File: config.mk
export PLATFORM = sky130hd
export DESIGN_NAME = press_decoder
export DESIGN_NICKNAME = d
export VERILOG_FILES = /design/src/rtl/press_decoder.sv
export SDC_FILE = /design/constraint.sdc
export NUM_CORES = 1
export LEC_CHECK = 0
export CAP_MARGIN = 20
export CORE_MARGIN = 2
export CORE_UTILIZATION = 40
export DETAILED_ROUTE_END_ITERATION = 8
export GPL_TIMING_DRIVEN = 0
export PLACE_DENSITY = 0.54
export SLEW_MARGIN = 10
export SYNTH_ARGS = -nofsm -noshare
export SYNTH_HDL_FRONTEND = slang
export SYNTH_SLANG_ARGS = --single-unit
File: constraint.sdc
create_clock -name hwclk -period 5 [get_ports hwclk]
set_input_delay 0.75 -clock hwclk [delete_from_list [all_inputs] [get_ports hwclk]]
set_output_delay 0.75 -clock hwclk [all_outputs]
set_load 0.005 [all_outputs]
File: src/rtl/press_decoder.sv
// Debounces the keypad button, classifies each press as short (0) or long (1),
// and hands the packed code to the lock controller over a valid/ack handshake.
//
// state    | meaning
// ---------+----------------------------------------------------------
// IDLE     | no code in progress, outputs cleared, waiting for a press
// PRESS    | button held, press timer running
// GAP      | button released, gap timer running toward end of code
// VALID    | code presented, frozen until code_ack
// WAIT_REL | acked while still held, wait for release without counting
module press_decoder #(
    parameter int DEBOUNCE_CYCLES = 240000,
    parameter int LONG_CYCLES     = 6000000,
    parameter int GAP_CYCLES      = 12000000,
    parameter int MAX_SYMBOLS     = 8
) (
    input  logic       hwclk,
    input  logic       rst,
    input  logic       btn,
    output logic [7:0] code,
    output logic [3:0] code_len,
    output logic       overflow,
    output logic       code_valid,
    input  logic       code_ack,
    output logic       busy
);

    localparam int DW = $clog2(DEBOUNCE_CYCLES + 1);
    localparam int PW = $clog2(LONG_CYCLES + 1);
    localparam int GW = $clog2(GAP_CYCLES + 1);
    localparam logic [DW-1:0] DB_LOAD    = DW'(DEBOUNCE_CYCLES - 1);
    localparam logic [PW-1:0] PRESS_LOAD = PW'(LONG_CYCLES - 1);
    localparam logic [GW-1:0] GAP_LOAD   = GW'(GAP_CYCLES - 1);
    localparam logic [3:0]    LEN_MAX    = 4'(MAX_SYMBOLS);

    typedef enum logic [2:0] {IDLE, PRESS, GAP, VALID, WAIT_REL} state_t;

    state_t          state;
    logic [1:0]      sync_q;
    logic            db;
    logic [DW-1:0]   db_left;
    logic [PW-1:0]   press_left;
    logic [GW-1:0]   gap_left;
    logic            symbol;

    // The rise cycle seen in IDLE/GAP already counts as one held cycle,
    // so the press timer is loaded one short of LONG_CYCLES.
    assign symbol = (press_left == '0);

    always_ff @(posedge hwclk or posedge rst) begin
        if (rst) begin
            sync_q  <= '0;
            db      <= 1'b0;
            db_left <= '0;
        end else begin
            sync_q <= {sync_q[0], btn};
            if (sync_q[1] != db) begin
                if (db_left == '0) begin
                    db      <= sync_q[1];
                    db_left <= DB_LOAD;
                end else begin
                    db_left <= db_left - DW'(1);
                end
            end else begin
                db_left <= DB_LOAD;
            end
        end
    end

    always_ff @(posedge hwclk or posedge rst) begin
        if (rst) begin
            state      <= IDLE;
            press_left <= '0;
            gap_left   <= '0;
            code       <= '0;
            code_len   <= '0;
            overflow   <= 1'b0;
            code_valid <= 1'b0;
            busy       <= 1'b0;
        end else begin
            case (state)
                IDLE: begin
                    code     <= '0;
                    code_len <= '0;
                    overflow <= 1'b0;
                    if (db) begin
                        state      <= PRESS;
                        busy       <= 1'b1;
                        press_left <= PRESS_LOAD;
                    end
                end
                PRESS: begin
                    if (!db) begin
                        if (code_len < LEN_MAX) begin
                            code[code_len[2:0]] <= symbol;
                            code_len            <= code_len + 4'd1;
                        end else begin
                            overflow <= 1'b1;
                        end
                        gap_left <= GAP_LOAD;
                        state    <= GAP;
                    end else if (press_left != '0) begin
                        press_left <= press_left - PW'(1);
                    end
                end
                GAP: begin
                    if (db) begin
                        state      <= PRESS;
                        press_left <= PRESS_LOAD;
                    end else if (gap_left == '0) begin
                        state      <= VALID;
                        code_valid <= 1'b1;
                    end else begin
                        gap_left <= gap_left - GW'(1);
                    end
                end
                VALID: begin
                    if (code_ack) begin
                        code_valid <= 1'b0;
                        code       <= '0;
                        code_len   <= '0;
                        overflow   <= 1'b0;
                        if (db) begin
                            state <= WAIT_REL;
                        end else begin
                            state <= IDLE;
                            busy  <= 1'b0;
                        end
                    end
                end
                WAIT_REL: begin
                    code     <= '0;
                    code_len <= '0;
                    overflow <= 1'b0;
                    if (!db) begin
                        state <= IDLE;
                        busy  <= 1'b0;
                    end
                end
                default: begin
                    state <= IDLE;
                    busy  <= 1'b0;
                end
            endcase
        end
    end

endmodule

==> results.cfg <==
[synth]
synth.area.top_cells = dfrtp_1 48%, nor2_1 5.2%, nand2_1 4.7%
post-synth-top-area-fraction_pct = 48.13
syn-num-nets = 500
yosysMostFrequentCell = dfrtp_1
ys.flop_type = dfrtp_1
yosysWarnings = 0
ys_seq_area_share_pct = 48.13
synth_area_sq_um = 4472
ys_types = 53
synth_seq_cells = 86
synth-edff-count = 0
synth_area_per_cell_sq_um = 9.108
yosysTopAreaCell = dfrtp_1
postSynthCellCount = 491
synth_common_cells = 86 x dfrtp_1, 62 x nor2_1, 56 x nand2_1
async_flop_share_pct = 100.0

[setup_path]
crit_cells = 8
regToRegSetupSlack_ps = 1760
ff2ff_path_depth = 8
regToRegEndpoint = press_left[19]
worstSetupStartpoint = press_left[0]
path_delay_family = simple AND/OR/NAND/NOR gates
end_kind = register
critPathBufInv = 1
cp_slowest_cell = nor4_1
crit_fanout = 6
r2r-start = press_left[0]
max_stage_delay_ps = 680
cp_cell_sequence = inv_1 > ha_1 > or4b_1 > nor4_1 > a31oi_1 > o21ai_0 > nor4_1 > mux2_2
cp-start-kind = register
worst-setup-path-type = register to register
cp-endpoint = press_left[19]
path_common_cell = nor4_1
worst_ep_arrival_time_ps = 3500
required_ps = 5260

[placement]
finalWeightedCongestion = 0.7956
portBuffers = 18
dpl_cell_area_sq_um = 4857
dp_hpwl_um = 6817
dp_slack_ps = 1779

[timing]
setup_viol = 0
max_freq_mhz = 308.7
fin_crit_sh_pct = 64.79
setup_slack_ps = 1761
tightest_slew_ps = 827.7
fin_skew_ps = 8.368
fin_tns_setup_ps = 0
hold_viol = 0
period_needed_ps = 3239
slew_headroom_pct = 44.39
rsz0062_at_grt = false
maxSlewViolCount = 0

[floorplanning]
num_io_pins = 19
rows = 38
die_y_um = 109.7
core_area_sq_um = 10890
initial_core_util_pct = 41.07
die_w_um = 109.7
dieArea_sq_um = 12040

[layout]
drive_above_1_share_pct = 8.190
nFillCells = 1051
multi_input_area_sq_um = 2180
seqCellArea_sq_um = 2152
fin_nets = 530
antennaDiodeCount = 0
design_area_sq_um = 5079
syn2layout_area_growth_pct = 13.57

[cts]
clockRootBuffer = clkbuf_8
cts-hold-fix-buffers = 0
h-tree-depth = 3
post_cts_resize_count = 0
tritoncts = done
clock_latency_ps = 370
cts_buffers = 9
cts_setup_buffers = 0
cts_buffer_depth = 2
clk_pin_slew_worst_paths_ps = 90
cts.sinks = 86

[grt]
grt_pass1_vias = 3476
grt_max_degree = 63
grt-ovfl-total = 0
grt_usage_pct = 18.37
grt_pass1_wl_um = 17200
antenna_found_initial = 0

[power_and_ir_drop]
power.density_nw_per_um2 = 251.9
power_mw = 1.279
seq_power_share_pct = 54.7
p_switching_mw = 0.2691
power.share.switching_pct = 21.04
p_clk_share_pct = 43.2
peakVddDrop_mv = 0.1572
internal_power_mw = 1.010
p_comb_share_pct = 2.2
p_leak_nw = 2.260

[routing]
wirelength_um = 9935
drtAntennaViolNets = 0
drt_iter0_drc = 230
wl_per_cell_um = 14.94
vias = 3600
drc = 0
viasPerCell = 5.414
dr.pass1.iters = 4

[flow_run]
cap_viol_max_count = 0

[hold_path]
hp-class = register to register

[status]
outcome = complete, no violations
power by group through the flow:
| stage | combinational [mW] | sequential (mW) | clock, mW |
|---|---|---|---|
| 4_1_cts | 0.0295 | 0.699 | 0.577 |
| 2_1_floorplan | 0.0170 | 0.713 | 0 |
| 3_5_place_dp | 0.0293 | 0.713 | 0 |
| 5_1_grt | 0.0322 | 0.700 | 0.599 |
| 6_report | 0.0276 | 0.699 | 0.552 |
| 3_3_place_gp | 0.0257 | 0.713 | 0 |
state kept, by name, indices dropped and copies added, names as in the netlist, 2 cells and up:
name and flops:
gap_left 24, code_len 4, db_left 18, sync_q 2, press_left 23, code 8, state 3
placed cells by master (no fill, tap or decap), types with 7 or more instances in the layout:
master           instances
nand4_1                  8
clkbuf_1                14
nand2_1                 56
nand3_1                 16
nor2_1                  62
a21oi_1                 22
a31oi_1                 14
xnor2_1                 15
clkdlybuf4s50_1         18
inv_1                   12
nor4_1                  11
or3_1                   11
and3_1                   7
xor2_1                  23
o21ai_0                 34
o31ai_1                  8
nor3_1                  17
clkbuf_8                11
dfrtp_1                 86
cells by family after synthesis:
family	share of synthesized area, %
AND/OR/NAND/NOR	26.47
AO/OA/AOI/OAI	12.48
flip-flops	48.13
XOR/XNOR	7.443
buffers and inverters	3.134
adder cells (fa/ha/maj)	1.399
multiplexers	0.9513
worst register-to-register path: cells and delay by family, from the launching register on:
| kind | cells | cell delay [ps] |
|---|---|---|
| and+or+nand+nor | 3 | 1390 |
| buffers and inverters | 1 | 100 |
| muxes | 1 | 300 |
| AOI/OAI and AO/OA | 2 | 750 |
| adders and majority gates | 1 | 200 |
| DFF | 1 | 400 |
metrics by stage:
step | util, % | hold WS (ps) | std cells
after floorplan | - | 331.2 | 491
after global placement | 44.33 | 356.1 | 649
after detailed placement | 44.61 | 360.0 | 650
after CTS | 46.64 | 365.9 | 665
after global routing | 46.64 | 363.3 | 665
final | 46.64 | 358.0 | 665
final cells by class:
type	count	area share [%]
Clock buffer	11	2.981
Tap cell	140	3.449
Clock inverter	4	1.380
Inverter	14	1.084
Sequential cell	86	42.37
Timing Repair Buffer	19	4.090
Buffer	18	1.725
Multi-Input combinational cell	373	42.92
metal layers:
metal	up-vias	global-route usage [%]	wire length, um
li1	1793	-	-
met1	1746	25.85	4859
met2	49	27.82	4584
met3	12	3.557	338
met4	0	7.414	153
met5	-	0	0
how the worst min path moves through the flow:
| stage | end | slack, ps | start | cells after the start |
|---|---|---|---|---|
| after global routing | sync_q[1] | 360 | sync_q[0] | 0 |
| final | sync_q[1] | 360 | sync_q[0] | 0 |
| after CTS | sync_q[1] | 370 | sync_q[0] | 0 |
| after global placement | sync_q[1] | 360 | sync_q[0] | 0 |
| after detailed placement | sync_q[1] | 360 | sync_q[0] | 0 |
| after floorplan | sync_q[1] | 330 | sync_q[0] | 0 |
Power figures use the tool's default switching activity.
